--- config.mk ---
export PLATFORM = sky130hd
export DESIGN_NAME = branch_predictor
export DESIGN_NICKNAME = d
export VERILOG_FILES = /design/src/rtl/branch_predictor_pkg.sv /design/src/rtl/branch_predictor_sat_cnt2.sv /design/src/rtl/branch_predictor.sv
export SDC_FILE = /design/constraint.sdc
export NUM_CORES = 2
export LEC_CHECK = 0
export BUFFER_PORTS_ARGS = -buffer_cell sky130_fd_sc_hd__buf_2
export CAP_MARGIN = 20
export CORE_MARGIN = 4
export CORE_UTILIZATION = 30
export CTS_CLUSTER_SIZE = 14
export DETAILED_ROUTE_END_ITERATION = 16
export GPL_ROUTABILITY_DRIVEN = 0
export HOLD_SLACK_MARGIN = 0.15
export PLACE_DENSITY = 0.51
export SYNTH_ARGS = -nofsm -noshare
export SYNTH_HDL_FRONTEND = slang
export SYNTH_SLANG_ARGS = --single-unit
--- constraint.sdc ---
create_clock -name clk -period 8.78 [get_ports clk]
set_input_delay 1.317 -clock clk [delete_from_list [all_inputs] [get_ports clk]]
set_output_delay 1.317 -clock clk [all_outputs]
set_load 0.005 [all_outputs]
--- src/rtl/branch_predictor_pkg.sv ---
// branch_predictor_pkg: shared control-transfer and counter encodings.
// j_type codes match the EX-stage resolver.
package branch_predictor_pkg;

    typedef enum logic [1:0] {
        JT_NONE   = 2'b00,
        JT_JAL    = 2'b01,
        JT_JALR   = 2'b10,
        JT_BRANCH = 2'b11
    } jtype_e;

    typedef enum logic [1:0] {
        SNT = 2'b00,
        WNT = 2'b01,
        WT  = 2'b10,
        ST  = 2'b11
    } ctr_e;

endpackage

--- src/rtl/branch_predictor_sat_cnt2.sv ---
// branch_predictor_sat_cnt2: next value of a 2-bit saturating direction counter.
module branch_predictor_sat_cnt2
    import branch_predictor_pkg::*;
(
    input  ctr_e ctr_i,
    input  logic taken_i,
    output ctr_e ctr_o
);

    always_comb
        ctr_o = taken_i ? (ctr_i == ST  ? ST  : ctr_e'(ctr_i + 2'd1))
                        : (ctr_i == SNT ? SNT : ctr_e'(ctr_i - 2'd1));

endmodule

--- src/rtl/branch_predictor.sv ---
// branch_predictor: direct-mapped BTB lookup in IF, misprediction redirect and
// BTB training in EX.
module branch_predictor
    import branch_predictor_pkg::*;
#(
    parameter int ENTRIES = 16,
    parameter int XLEN    = 32
) (
    input  logic            clk,
    input  logic            rst_n,
    input  logic [XLEN-1:0] if_pc,
    output logic            pred_taken,
    output logic [XLEN-1:0] pred_target,
    input  logic            upd_valid,
    input  logic [XLEN-1:0] upd_pc,
    input  logic [1:0]      upd_j_type,
    input  logic            upd_taken,
    input  logic [XLEN-1:0] upd_target,
    input  logic            upd_pred_taken,
    input  logic [XLEN-1:0] upd_pred_target,
    output logic            flush,
    output logic [XLEN-1:0] redirect_pc,
    output logic [15:0]     mispred_cnt
);

    localparam int IDX = $clog2(ENTRIES);
    localparam int TW  = XLEN - IDX - 2;

    logic            valid_q [ENTRIES];
    logic [TW-1:0]   tag_q   [ENTRIES];
    logic [XLEN-1:0] tgt_q   [ENTRIES];
    jtype_e          jt_q    [ENTRIES];
    ctr_e            ctr_q   [ENTRIES];
    logic [15:0]     cnt_q, cnt_d;

    logic [IDX-1:0] l_idx, u_idx;
    logic           l_hit, u_hit, u_act, tgt_we;
    ctr_e           sat, ctr_d;

    branch_predictor_sat_cnt2 u_sat (
        .ctr_i   (ctr_q[u_idx]),
        .taken_i (upd_taken),
        .ctr_o   (sat)
    );

    always_comb begin
        l_idx       = if_pc[IDX+1:2];
        l_hit       = valid_q[l_idx] && tag_q[l_idx] == if_pc[XLEN-1:IDX+2];
        pred_taken  = l_hit && (jt_q[l_idx] == JT_JAL || jt_q[l_idx] == JT_JALR || ctr_q[l_idx][1]);
        pred_target = pred_taken ? tgt_q[l_idx] : if_pc + XLEN'(4);
        u_idx       = upd_pc[IDX+1:2];
        u_hit       = valid_q[u_idx] && tag_q[u_idx] == upd_pc[XLEN-1:IDX+2];
        u_act       = upd_valid && upd_j_type != JT_NONE;
        flush       = u_act && (upd_pred_taken != upd_taken ||
                                (upd_taken && upd_pred_target != upd_target));
        redirect_pc = upd_taken ? upd_target : upd_pc + XLEN'(4);
        // Branch hits keep their old target when not taken; everything else rewrites it
        ctr_d       = !u_hit ? (upd_taken ? WT : WNT) : (upd_j_type == JT_BRANCH ? sat : ST);
        tgt_we      = !u_hit || upd_j_type != JT_BRANCH || upd_taken;
        cnt_d       = (flush && cnt_q != 16'hFFFF) ? cnt_q + 16'd1 : cnt_q;
        mispred_cnt = cnt_q;
    end

    always_ff @(posedge clk or negedge rst_n) begin
        if (!rst_n) begin
            for (int i = 0; i < ENTRIES; i++) begin
                valid_q[i] <= 1'b0;
                tag_q[i]   <= '0;
                tgt_q[i]   <= '0;
                jt_q[i]    <= JT_NONE;
                ctr_q[i]   <= WNT;
            end
            cnt_q <= '0;
        end else begin
            if (u_act) begin
                valid_q[u_idx] <= 1'b1;
                tag_q[u_idx]   <= upd_pc[XLEN-1:IDX+2];
                jt_q[u_idx]    <= jtype_e'(upd_j_type);
                ctr_q[u_idx]   <= ctr_d;
                if (tgt_we)
                    tgt_q[u_idx] <= upd_target;
            end
            cnt_q <= cnt_d;
        end
    end

endmodule
==> qor.txt <==
STA
--------------------------------------------------------------------------------------
Period utilization                                                               79.8%
Minimum setup slack in the final design                                        1780 ps
Total count of hold-check failures in the final report                               0
Final setup TNS                                                                   0 ps
Unrepaired setup endpoints after global routing                                  false
Post-layout min period                                                         7000 ps
Transition time of the tightest slew-check pin                                 1090 ps
Number of pins exceeding their max-slew limit in the final report                    0
Worst-case headroom to the max-slew limit                                        27.3%
Setup clock skew after layout                                                  94.8 ps
Top achievable clock speed                                                   0.143 GHz
Setup violators final                                                                0

FINISH
--------------------------------------------------------------------------------------
Ratio of cells with drive above 1 in the final layout                            33.3%
Post-route insts no fill                                                         6,884
Final Net Count                                                                  4,550
Fillers                                                                         17,900
Layout-stage area growth over the synthesis result                               12.1%

GLOBAL ROUTE
--------------------------------------------------------------------------------------
Number of global-route vias before repair                                       36,600
Final global-route overflow total                                                    0
Overall Global Routing Usage                                                     20.5%
Wire length of the first global-routing pass                                279,000 um
Initial antenna violation count                                                     26
Maximum number of pins on one net before global-route repair                       168

PLACED DESIGN
--------------------------------------------------------------------------------------
Buffers added on ports                                                             216
Dpl ws                                                                         1800 ps
Placed Cells incl. Taps                                                          6,665
Detailed placement HPWL                                                     125,000 um

SYNTHESIS
--------------------------------------------------------------------------------------
Asr flop ratio synth                                                              100%
Adder-cell share of the synthesized area                                        0.138%
Xor/xnor share of the synthesized area                                           2.46%
Synth top area cells                                                      dfrtp_1 (46%), mux4_2 (15%), mux2_4 (8.3%)
Most instantiated flip-flop cell in the synthesis netlist                      dfrtp_1
Share of the synthesized area in compound gates (AO/OA/AOI/OAI)                  4.31%
Instance count of the mapped netlist                                             4,393
Multiplexer share of the synthesized area                                        31.2%
Synthesized netlist net count                                                    4,534
Cell Area, Synth                                                          54,500 sq um
Synthesized area divided by synthesized cell count                          12.4 sq um
Yosys warns                                                                          0
Dominant combinational cell family by area after synthesis                multiplexers
Number of distinct standard cells referenced by the synthesized netlist             72
Simple-Gate Fraction of Synth Area                                               10.5%
Part of the Yosys area used for sequential elements                              47.0%
Largest area contributor in the synthesized netlist                            dfrtp_1
Post-synthesis register bit count                                                1,024
Post-synth EDFFs                                                                     0
Share of Yosys cell area claimed by the top area cell type                       46.3%

FLOORPLAN
--------------------------------------------------------------------------------------
Die Height                                                                      434 um
Number of placement rows                                                           156
Total I/O pin count                                                                217
Die outline area                                                          189,000 sq um
Starting density of the core                                                     30.2%
Core area                                                                 181,000 sq um
Die outline width                                                               434 um

CRITICAL PATH
--------------------------------------------------------------------------------------
Required time worst endpoint                                                   7460 ps
Buffers plus inverters on the worst setup path                                       4
Worst Path Max Fanout                                                               58
Kind of start point of the critical path                                    input port
Setup slack of the most critical reg-to-reg path                               3780 ps
Crit-path slowest cell                                                          nor3_1
Kind of cell with the highest combined delay on the critical path         buffers and inverters
WS Path Type                                                                 in -> out
CP Data Arrival Time                                                           5690 ps
CP Cell Sequence                                                          buf_8 -> buf_12 -> mux4_2 -> nor2b_1 -> a211oi_1 -> a21oi_1 -> xor2_1 -> nor3_1 -> o2111ai_1 -> nor4_4 -> buf_4 -> mux2_2 -> buf_2
Element type at the critical path end                                      output port
Maximum single-stage delay on the critical path                                 540 ps

CLOCK TREE
--------------------------------------------------------------------------------------
Post CTS Setup Buffer Count                                                          0
Clock root buffer master                                                     clkbuf_16
Clock-pin slew on the worst setup and hold paths                                 60 ps
Resized cells post-CTS                                                               0
Clock tree from TritonCTS                                                        built
CTS H-tree lvls                                                                      3
Clock buffer count from CTS                                                        112
Clk sinks                                                                        1,024
Worst-skew pair later-pin latency                                               800 ps
Maximum clock path buffer count                                                      3
Hold Buf Count CTS                                                                   0

FLOW RUN
--------------------------------------------------------------------------------------
Number of max-capacitance violations reported                                        0

PWR
--------------------------------------------------------------------------------------
Ratio of total power to cell area                                          240 nW/um^2
Static leakage power                                                           27.9 nW
Worst IR drop on VDD                                                        0.000194 V

DRT
--------------------------------------------------------------------------------------
Post-DRT Antenna Nets                                                                0
Detailed-route DRC error count                                                       0
Via density per instance                                                          5.31
Starting DRT DRC Count                                                           3,560
Final Routed Wirelength                                                     196,000 um
Number of optimization iterations in the first detailed-route pass                   6
Final routed wire length divided by cell count                                 28.4 um
Via count                                                                       36,500

OUTCOME
--------------------------------------------------------------------------------------
Run status                                                                finished clean

WORST HOLD PATH
--------------------------------------------------------------------------------------
Class of the tightest hold or removal check                                 reg -> reg

==> report_power, final <==
group	internal, mW	switching [mW]
Combinational	1.74	1.42
Clock	2.87	2.12
Sequential	5.79	0.736
Total	10.4	4.28
==> worst reg2reg max path: cells and delay by family, from the launching register on <==
family / cells / cell delay, ps
muxes: 3 / 1220
AOI/OAI and AO/OA: 1 / 710
DFF: 1 / 420
buffers and inverters: 2 / 790
xor gates and xnor gates: 1 / 190
and+or+nand+nor: 4 / 1590
==> path summary, 6_finish.rpt <==
path / from / endpoint / cells after the start
max: if_pc[2] / pred_target[14] / 13
min: jt_q[30]$_DFFE_PN0P_ / jt_q[30]$_DFFE_PN0P_ / 2
max reg2reg: tag_q[152]$_DFFE_PN0P_ / tgt_q[170]$_DFFE_PN0P_ / 11
min reg2reg: jt_q[30]$_DFFE_PN0P_ / jt_q[30]$_DFFE_PN0P_ / 2
max in group asynchronous: rst_n / ctr_q[25]$_DFFE_PN0P_ / 3
min in group asynchronous: rst_n / tag_q[218]$_DFFE_PN0P_ / 1
==> sequential cells by signal (all words and copies together) (netlist names) <==
name and flops:
valid_q 16, ctr_q 32, mispred_cnt 16, tag_q 416
jt_q 32, tgt_q 512
==> stage by stage <==
step | total power, mW | utilization [%] | area [sq um] | hold WS, ps
final | 14.7 | 33.8 | 61100 | 474
after CTS | 14.8 | 33.8 | 61100 | 476
after floorplan | 8.61 | - | 54500 | 441
after global routing | 15.3 | 33.8 | 61100 | 497
after global placement | 9.66 | 31.6 | 57200 | 456
after detailed placement | 9.72 | 31.6 | 57200 | 462
==> cells in the final DEF, fill, tap and decap left out, types with 8 or more instances in the layout <==
cell / count
buf_4: 82
nor2_2: 11
nand2_8: 10
nand4_1: 24
bufinv_16: 10
o21ai_1: 10
nand3_1: 38
nor4_1: 14
nand2_1: 1068
xnor2_1: 76
dfstp_2: 16
a32o_1: 16
buf_2: 208
clkbuf_8: 26
diode_2: 15
mux2_2: 261
nor3_1: 13
nand2_2: 17
nor2_1: 50
nor2b_1: 28
mux2i_1: 94
and2_1: 10
buf_12: 8
a211oi_1: 26
clkinv_2: 22
clkbuf_1: 19
a21oi_1: 36
mux4_2: 373
clkbuf_16: 112
nand2b_1: 21
and3_1: 18
o22ai_1: 14
mux2_4: 300
inv_1: 15
xor2_1: 77
o21ai_0: 242
dfrtp_1: 1008
==> cells by family after synthesis <==
group                    count (synthesis)
AO/OA/AOI/OAI                          397
XOR/XNOR                               153
adder cells (fa/ha/maj)                  6
buffers and inverters                  423
flip-flops                            1024
multiplexers                          1036
AND/OR/NAND/NOR                       1354
==> synth_stat cells, types with 6 or more instances <==
master,n
nand2_1,1086
dfrtp_1,1008
mux4_2,373
mux2_4,300
clkbuf_1,265
mux2_2,261
o21ai_0,242
mux2i_1,94
xor2_1,77
xnor2_1,76
nor2_1,61
nand3_1,42
buf_2,40
a21oi_1,37
buf_12,33
nor2b_1,28
a211oi_1,26
buf_1,25
nand4_1,24
buf_6,23
nand2b_1,21
and3_1,19
nor3_1,17
a32o_1,16
dfstp_2,16
inv_1,15
nor4_1,14
o22ai_1,14
buf_4,13
and2_1,10
nand2_8,10
o21ai_1,10
a221oi_1,7
a22o_1,7
mux4_1,7
a22oi_1,6
ha_1,6
==> per-layer routing <==
layer	vias to the layer above	track usage, %	routed length (um)
met5	-	0	57
met4	8	11.8	12500
met3	382	3.21	11500
met2	1366	32.6	91600
met1	19200	26.7	80200
li1	15600	-	-
==> final cells by class <==
| type | instances | area, sq um | area share [%] |
|---|---|---|---|
| clock buffer | 156 | 3220 | 5.27 |
| sequential | 1024 | 25600 | 42.0 |
| tap | 2370 | 2970 | 4.85 |
| clock inverter | 48 | 689 | 1.13 |
| antenna | 15 | 37.5 | 0.0614 |
| inverter | 22 | 82.6 | 0.135 |
| multi-input combinational | 2946 | 26600 | 43.5 |
| timing repair buffer | 303 | 1890 | 3.09 |
Note: power is estimated with default switching activity, not from simulation.
